===== config.mk =====
export PLATFORM = sky130hd
export DESIGN_NAME = byte_store_arbiter
export DESIGN_NICKNAME = d
export VERILOG_FILES = /design/src/rtl/byte_store_arbiter.sv
export SDC_FILE = /design/constraint.sdc
export NUM_CORES = 1
export LEC_CHECK = 0
export BUFFER_PORTS_ARGS = -buffer_cell sky130_fd_sc_hd__buf_2
export CORE_ASPECT_RATIO = 0.9
export CORE_MARGIN = 2
export CORE_UTILIZATION = 42
export CTS_BUF_LIST = sky130_fd_sc_hd__clkbuf_16
export CTS_CLUSTER_DIAMETER = 120
export CTS_CLUSTER_SIZE = 14
export DETAILED_ROUTE_END_ITERATION = 16
export GPL_TIMING_DRIVEN = 0
export PLACE_DENSITY = 0.76
export RECOVER_POWER = 25
export REMOVE_ABC_BUFFERS = 1
export SYNTH_ARGS = -nofsm -noshare
export SYNTH_HDL_FRONTEND = slang
export SYNTH_SLANG_ARGS = --single-unit

===== constraint.sdc =====
create_clock -name clk -period 1.3 [get_ports clk]
set_input_delay 0.26 -clock clk [delete_from_list [all_inputs] [get_ports clk]]
set_output_delay 0.26 -clock clk [all_outputs]
set_load 0.02 [all_outputs]

===== src/rtl/byte_store_arbiter.sv =====
// byte_store_arbiter
//   Two-requester round-robin arbiter in front of a 4x8 latch store.
//   Each accepted access walks SETUP -> (STROBE x STROBE_CYCLES -> HOLD | READ)
//   -> DONE, so slot select and data are settled before the latch enable
//   rises and stay settled until after it falls.
// Ports
//   clk, rst                 : clock, synchronous active-high reset
//   a_/b_req,we,addr,wdata   : requester A/B access request
//   a_/b_gnt                 : one-cycle accept pulse
//   a_/b_done                : one-cycle completion pulse
//   rdata                    : last read result, held between reads
//   mem_sel, mem_din, mem_en : slot select, data, latch-enable to the store
//   mem_dout                 : muxed store output
module byte_store_arbiter #(
  parameter int STROBE_CYCLES = 1
) (
  input  logic       clk,
  input  logic       rst,
  input  logic       a_req,
  input  logic       b_req,
  input  logic       a_we,
  input  logic       b_we,
  input  logic [1:0] a_addr,
  input  logic [1:0] b_addr,
  input  logic [7:0] a_wdata,
  input  logic [7:0] b_wdata,
  output logic       a_gnt,
  output logic       b_gnt,
  output logic       a_done,
  output logic       b_done,
  output logic [7:0] rdata,
  output logic [1:0] mem_sel,
  output logic [7:0] mem_din,
  output logic       mem_en,
  input  logic [7:0] mem_dout
);

  localparam logic [3:0] LAST_CNT = 4'(STROBE_CYCLES - 1);

  typedef enum logic [2:0] {IDLE, SETUP, STROBE, HOLD, READ, DONE} state_t;

  state_t     r_state;
  logic       r_we;
  logic       r_win_b;   // current owner: 1 = B
  logic       r_last_b;  // previous winner: 1 = B
  logic [3:0] r_cnt;
  logic [1:0] r_sel;
  logic [7:0] r_din;
  logic       r_en;
  logic [7:0] r_rdata;
  logic       r_a_gnt, r_b_gnt, r_a_done, r_b_done;

  // B wins when alone, or when both ask and A was served last.
  logic w_pick_b;
  assign w_pick_b = b_req & (~a_req | ~r_last_b);

  always_ff @(posedge clk) begin
    if (rst) begin
      r_state  <= IDLE;
      r_we     <= 1'b0;
      r_win_b  <= 1'b0;
      r_last_b <= 1'b1;
      r_cnt    <= 4'd0;
      r_sel    <= 2'd0;
      r_din    <= 8'd0;
      r_en     <= 1'b0;
      r_rdata  <= 8'd0;
      r_a_gnt  <= 1'b0;
      r_b_gnt  <= 1'b0;
      r_a_done <= 1'b0;
      r_b_done <= 1'b0;
    end else begin
      r_a_gnt  <= 1'b0;
      r_b_gnt  <= 1'b0;
      r_a_done <= 1'b0;
      r_b_done <= 1'b0;
      case (r_state)
        IDLE: begin
          if (a_req | b_req) begin
            r_win_b <= w_pick_b;
            r_we    <= w_pick_b ? b_we    : a_we;
            // sel/din only ever move here, never while the latch is open
            r_sel   <= w_pick_b ? b_addr  : a_addr;
            r_din   <= w_pick_b ? b_wdata : a_wdata;
            r_a_gnt <= ~w_pick_b;
            r_b_gnt <= w_pick_b;
            r_state <= SETUP;
          end
        end
        SETUP: begin
          if (r_we) begin
            r_en    <= 1'b1;
            r_cnt   <= 4'd0;
            r_state <= STROBE;
          end else begin
            r_state <= READ;
          end
        end
        STROBE: begin
          if (r_cnt == LAST_CNT) begin
            r_en    <= 1'b0;
            r_state <= HOLD;
          end else begin
            r_cnt <= r_cnt + 4'd1;
          end
        end
        HOLD: r_state <= DONE;
        READ: begin
          r_rdata <= mem_dout;
          r_state <= DONE;
        end
        DONE: begin
          r_a_done <= ~r_win_b;
          r_b_done <= r_win_b;
          r_last_b <= r_win_b;
          r_state  <= IDLE;
        end
        default: r_state <= IDLE;
      endcase
    end
  end

  assign a_gnt   = r_a_gnt;
  assign b_gnt   = r_b_gnt;
  assign a_done  = r_a_done;
  assign b_done  = r_b_done;
  assign rdata   = r_rdata;
  assign mem_sel = r_sel;
  assign mem_din = r_din;
  assign mem_en  = r_en;

endmodule


==> results of run 1 <==
sequential cells by signal, summed over array words and instances, names as in the netlist:
| signal | count |
|---|---|
| mem_din | 8 |
| rdata | 8 |
| r_cnt | 4 |
| r_state | 3 |
| mem_sel | 2 |
| a_done | 1 |
| a_gnt | 1 |
| b_done | 1 |
| b_gnt | 1 |
| mem_en | 1 |
| r_last_b | 1 |
| r_we | 1 |
| r_win_b | 1 |
worst register-to-register path: stages, from the launching register on:
cell and delay (ns):
dfxtp_4 0.37, or3b_4 0.41, buf_6 0.14, o211ai_1 0.19, a21oi_1 0.12
layer usage:
metal  wire length, microns  vias up  global-route usage
li1                       -      667                   -
met1                   1680      661               0.240
met2                   2060       71               0.370
met3                    252       15              0.0727
met4                    149        0               0.119
met5                      0        -                   0
area by class of cell:
class | instances | area (sq um)
inverter | 4 | 15.0
multi-input combinational | 96 | 751
clock buffer | 5 | 125
clock inverter | 3 | 13.8
timing repair buffer | 74 | 467
sequential | 33 | 674
fill | 237 | 1020
tap | 42 | 52.6
repair_timing:
item                       4_1_cts  5_1_grt
resized for setup               21       12
cloned                           0        1
setup endpoints to repair       29       27
hold buffers                     0        0
setup buffers                   14        3
pin swaps                        5        9
Yosys cell counts (2+ instances only):
library cell   n
buf_2          5
dfxtp_1       33
a211oi_1      12
clkbuf_1       6
inv_1          4
nand2_1        3
a21oi_1       18
nand3_1        4
nor2_1        10
nor3b_1        4
o211ai_1       3
mux2i_1       19
ha_1           2
nor3_1         5
power by group through the flow:
stage	combinational (mW)	clock (mW)	sequential [mW]
6_report	0.736	1.11	1.17
5_1_grt	0.787	1.15	1.18
4_1_cts	0.643	1.11	1.17
3_5_place_dp	0.530	0	1.19
3_3_place_gp	0.510	0	1.18
2_1_floorplan	0.246	0	1.28
per-stage QoR:
step / TNS, ns / std cells
2_1_floorplan: -10.94 / 133
3_3_place_gp: -19.18 / 231
3_5_place_dp: -20.36 / 231
4_1_cts: 0 / 253
5_1_grt: -1.24 / 257
6_report: -0.311 / 257
cells by family after synthesis:
group / Yosys count / synth area share
flops: 33 / 0.472
compound gates: 41 / 0.192
simple gates: 34 / 0.132
buf+inv: 16 / 0.0500
fa+ha+maj: 2 / 0.0179
mux: 19 / 0.136
final timing paths:
path	end	startpoint	slack [ns]	cells past startpoint
setup reg to reg	r_cnt[0]	r_state[1]	-0.09	4
hold reg to reg	a_done	r_win_b	0.43	1
hold / removal	rdata[5]	mem_dout[5]	0.22	3
setup / recovery	r_cnt[0]	r_state[1]	-0.09	4
==> summary.md, run 1 <==
| Metric | Value |
|---|---|
| Outcome | `finished, violations left` |
| Failing checks | `negative setup slack` |
| Vias | `1414` |
| Cells after Synth | `145` |
| Syn Area/Cell | `9.66 sq um` |
| Grt total ovfl | `0` |
| Net count, final | `250` |
| Seq cells post-synth | `33` |
| Crit path time final | `1.39 ns` |
| Die X | `64.9 microns` |
| Startpoint types | `register` |
| Worst path slowest cell | `or3b_4` |
| Max Clock Freq | `0.717 GHz` |
| HP Class | `primary input to register` |
| ANT cells | `0` |
| CP top delay family | `simple AND/OR/NAND/NOR gates` |
| Vias in the first global route | `1372` |
| Largest area contributor in the netlist | `dfxtp_1` |
| WP data arrival | `1.52 ns` |
| Internal power | `2.14 mW` |
| Hold Vio Cnt, Final | `0` |
| Core Footprint | `3110 sq um` |
| Power Total | `3.02 mW` |
| Bufs on Longest Clock Path | `2` |
| Register area share after synthesis | `0.472` |
| Initial Util | `0.450` |
| Max-Cap Viols | `0` |
| DRC violation count after routing | `0` |
| Total clock sinks | `33` |
| Util after Layout | `0.674` |
| CP Max Fanout | `5` |
| PortBufs | `56` |
| Most frequent cells in the layout | `buf_2, dfxtp_1, mux2i_1, a21oi_1` |
| RSZ-0062 raised after global routing | `true` |
| Synth warnings | `0` |
| Post-route ant nets | `0` |
| Final worst-path cycle share | `1.07` |
| Clock skew | `0.00637 ns` |
| Clock group share of total power | `0.367` |
| Fraction of layout cells with a size suffix above 1 | `0.460` |
| TritonCTS clock tree | `done` |
| Switching share of power | `0.290` |
| First-pass GRT wire length | `6180 microns` |
| Die H | `58.8 microns` |
| Pre-CTS setup slack | `-1.01 ns` |
| Total wire length | `4140 microns` |
| Final hold slack | `0.221 ns` |
| Commonest non-fill, non-tap cell in the layout | `buf_2` |
| Cell Pwr Density | `1440 nW/um^2` |
| Total CTS buffers | `5` |
| Fin worst setup slack | `-0.0949 ns` |
| Initial antenna violation count | `0` |
| Root buffer cell | `clkbuf_16` |
| Pins Over Slew Limit | `0` |
| Synth Flop Type | `dfxtp_1` |
| Cell Chain, Critical Path | `or3b_4 > buf_6 > o211ai_1 > a21oi_1` |
| Worst slew pin tran | `0.617 ns` |
| Largest net degree at the start of global routing | `34` |
| Die area | `3810 sq um` |
| Post-route cell area | `2100 sq um` |
| Largest cells by area after synthesis | `dfxtp_1, mux2i_1, a21oi_1` |
| P&R area growth vs syn | `49.9%` |
| EDFF count, synth | `0` |
| Initial DRC Count | `33` |
| Crit-path max cell delay | `0.41 ns` |
| LEAKAGE | `0.919 nW` |
| Reg clk slew, reported paths | `0.05 ns` |
| Async SR Flop Fraction | `0` |
| Post-synth cell types | `31` |
| Slew margin rel. | `0.589` |
| Io pins | `57` |
| Skew-Pair Late Insertion Delay | `0.28 ns` |
| Setup-failing EPs final | `9` |
| Crit Path Class | `register to register` |
| Cell area after synthesis | `1400 sq um` |
| Total track usage | `0.217` |
| # rows | `19` |
| Reg power frac | `0.389` |
| CP endpoint kind | `register` |
| Worst path bufs/invs | `1` |
| Vias per std cell | `5.50` |
| H-tree Lvls | `2` |
| Pre-antenna DRT Iters | `4` |
| Psw | `0.875 mW` |
| Placer Congestion | `0.796` |
| Area of placed instances | `1680 sq um` |
| Routed WL per cell | `16.1 microns` |
| Synth top area share | `0.472` |
| Post-DP HPWL | `2180 microns` |
| Crit path required time | `1.42 ns` |
| Maximum VDD drop | `0.968 mV` |
| Comb pwr share | `0.244` |
Note: power is estimated with default switching activity, not from simulation.
==> inputs of run 2 (changes only) <==
Settings changed: PLACE_DENSITY 0.76 to 0.71.
==> summary.md, run 2 (synthesis results as in run 1) <==
| Metric | Value |
|---|---|
| Reg clk slew, reported paths | `0.05 ns (about the same)` |
| Die area | `3810 sq um (unchanged)` |
| ANT cells | `0 (unchanged)` |
| Largest net degree at the start of global routing | `34 (unchanged)` |
| # rows | `19 (unchanged)` |
| Commonest non-fill, non-tap cell in the layout | `buf_2 (unchanged)` |
| Fin worst setup slack | `-0.0838 ns (was -0.0949 ns)` |
| Final setup TNS | `-0.246 ns (was -0.311 ns)` |
| Initial Util | `0.450 (unchanged)` |
| Final hold slack | `0.221 ns (about the same)` |
| CP Max Fanout | `6 (was 5)` |
| Skew-Pair Late Insertion Delay | `0.28 ns (about the same)` |
| Setup-failing EPs final | `13 (was 9)` |
| Internal power | `2.33 mW (was 2.14 mW)` |
| Outcome | `finished, violations left (unchanged)` |
| Grt total ovfl | `0 (unchanged)` |
| Slew margin rel. | `0.614 (was 0.589)` |
| Hold buffers post-CTS | `0 (unchanged)` |
| Startpoint types | `register (unchanged)` |
| First-pass GRT wire length | `5960 microns (was 6180 microns)` |
| P&R area growth vs syn | `48.3% (was 49.9%)` |
| Multi-input gate area | `752 sq um (was 751 sq um)` |
| Max Clock Freq | `0.723 GHz (was 0.717 GHz)` |
| Pins Over Slew Limit | `0 (unchanged)` |
| RSZ-0062 raised after global routing | `true (unchanged)` |
| Routed WL per cell | `15.9 microns (was 16.1 microns)` |
| Die X | `64.9 microns (unchanged)` |
| Switching share of power | `0.274 (was 0.290)` |
| Clock skew | `0.00390 ns (was 0.00637 ns)` |
| Pre-antenna DRT Iters | `5 (was 4)` |
| Psw | `0.878 mW (was 0.875 mW)` |
| PortBufs | `56 (unchanged)` |
| HP Class | `primary input to register (unchanged)` |
| LEAKAGE | `0.876 nW (was 0.919 nW)` |
| Hold Vio Cnt, Final | `0 (unchanged)` |
| Bufs on Longest Clock Path | `2 (unchanged)` |
| Total clock sinks | `33 (unchanged)` |
| Vias in the first global route | `1336 (was 1372)` |
| Clock group share of total power | `0.417 (was 0.367)` |
| Net count, final | `247 (was 250)` |
| H-tree Lvls | `2 (unchanged)` |
| Util after Layout | `0.667 (was 0.674)` |
| Root buffer cell | `clkbuf_16 (unchanged)` |
| Maximum VDD drop | `1.30 mV (was 0.968 mV)` |
| Placer Congestion | `0.816 (was 0.796)` |
| Total CTS buffers | `5 (unchanged)` |
| Crit Path Class | `register to register (unchanged)` |
| FF+latch area | `674 sq um (unchanged)` |
| DRC violation count after routing | `0 (unchanged)` |
| Non-Filler Instances | `254 (was 257)` |
| Initial DRC Count | `52 (was 33)` |
| Most frequent cells in the layout | `buf_2, dfxtp_1, mux2i_1, a21oi_1, a211oi_1 (was buf_2, dfxtp_1, mux2i_1, a21oi_1)` |
| Max-Cap Viols | `0 (unchanged)` |
| Vias per std cell | `5.51 (was 5.50)` |
| Crit path required time | `1.49 ns (was 1.42 ns)` |
| Die H | `58.8 microns (unchanged)` |
| Crit path time final | `1.38 ns (was 1.39 ns)` |
| Vias | `1399 (was 1414)` |
| Reg power frac | `0.368 (was 0.389)` |
| Placed insts | `232 (was 231)` |
| Worst slew pin tran | `0.579 ns (was 0.617 ns)` |
| Core Footprint | `3110 sq um (unchanged)` |
| Failing checks | `negative setup slack (unchanged)` |
| Initial antenna violation count | `0 (unchanged)` |
| Total track usage | `0.200 (was 0.217)` |
| Cell Pwr Density | `1540 nW/um^2 (was 1440 nW/um^2)` |
| Post-DP HPWL | `2260 microns (was 2180 microns)` |
| Final worst-path cycle share | `1.06 (was 1.07)` |
| TritonCTS clock tree | `done (unchanged)` |
| WP data arrival | `1.58 ns (was 1.52 ns)` |
| Fraction of layout cells with a size suffix above 1 | `0.434 (was 0.460)` |
| Total wire length | `4040 microns (was 4140 microns)` |
| CP endpoint kind | `register (unchanged)` |
| Comb pwr share | `0.214 (was 0.244)` |
| Io pins | `57 (unchanged)` |
| Fillcell total | `235 (was 237)` |
| Post-route ant nets | `0 (unchanged)` |
==> run 2: metal layers <==
layer	up-vias	track usage	part of all wire
met4	0	0.0881	0.028
li1	664	-	-
met1	651	0.220	0.38
met3	18	0.0554	0.068
met2	66	0.364	0.52
met5	-	0	0
==> run 2: area by class of cell <==
cell class,count,share of cell area
Multi-Input combinational cell,97,0.362
Timing Repair Buffer,70,0.198
Clock inverter,3,0.0223
Sequential cell,33,0.325
Inverter,4,0.00723
Tap cell,42,0.0253
Clock buffer,5,0.0602
==> run 2: what timing repair did <==
item,in CTS,in global routing
endpoints found under the setup margin,29,24
buffers inserted,10,2
resized for setup,27,8
cloned,0,2
pin swaps,7,4
==> run 2: path summary, 6_finish.rpt <==
path | slack, ns | to | startpoint | cells after the start
max | -0.08 | r_cnt[2] | r_state[1] | 3
min | 0.22 | rdata[1] | mem_dout[1] | 3
max reg2reg | -0.08 | r_cnt[2] | r_state[1] | 3
min reg2reg | 0.42 | a_done | r_win_b | 1
==> run 2: critical path, stage by stage, from the launching register on <==
cell       delay, ns
dfxtp_4         0.37
nand4bb_2       0.36
a221o_1         0.40
a211oi_2        0.18
==> run 2: power groups by stage <==
stage	clock network [mW]	logic (mW)	registers, mW
after CTS	1.35	0.612	1.18
after detailed placement	0	0.538	1.19
after global placement	0	0.514	1.18
after floorplan	0	0.246	1.28
final	1.34	0.686	1.18
after global routing	1.42	0.738	1.19
==> run 2: stage by stage <==
step / cell area [sq um] / worst slack, ns / power [mW]
floorplan: 1350 / -0.515 / 1.52
global placement: 1680 / -1.02 / 1.70
detailed placement: 1690 / -0.573 / 1.73
CTS: 2020 / -0.0470 / 3.15
global route: 2080 / -0.143 / 3.34
finish: 2080 / -0.0838 / 3.21
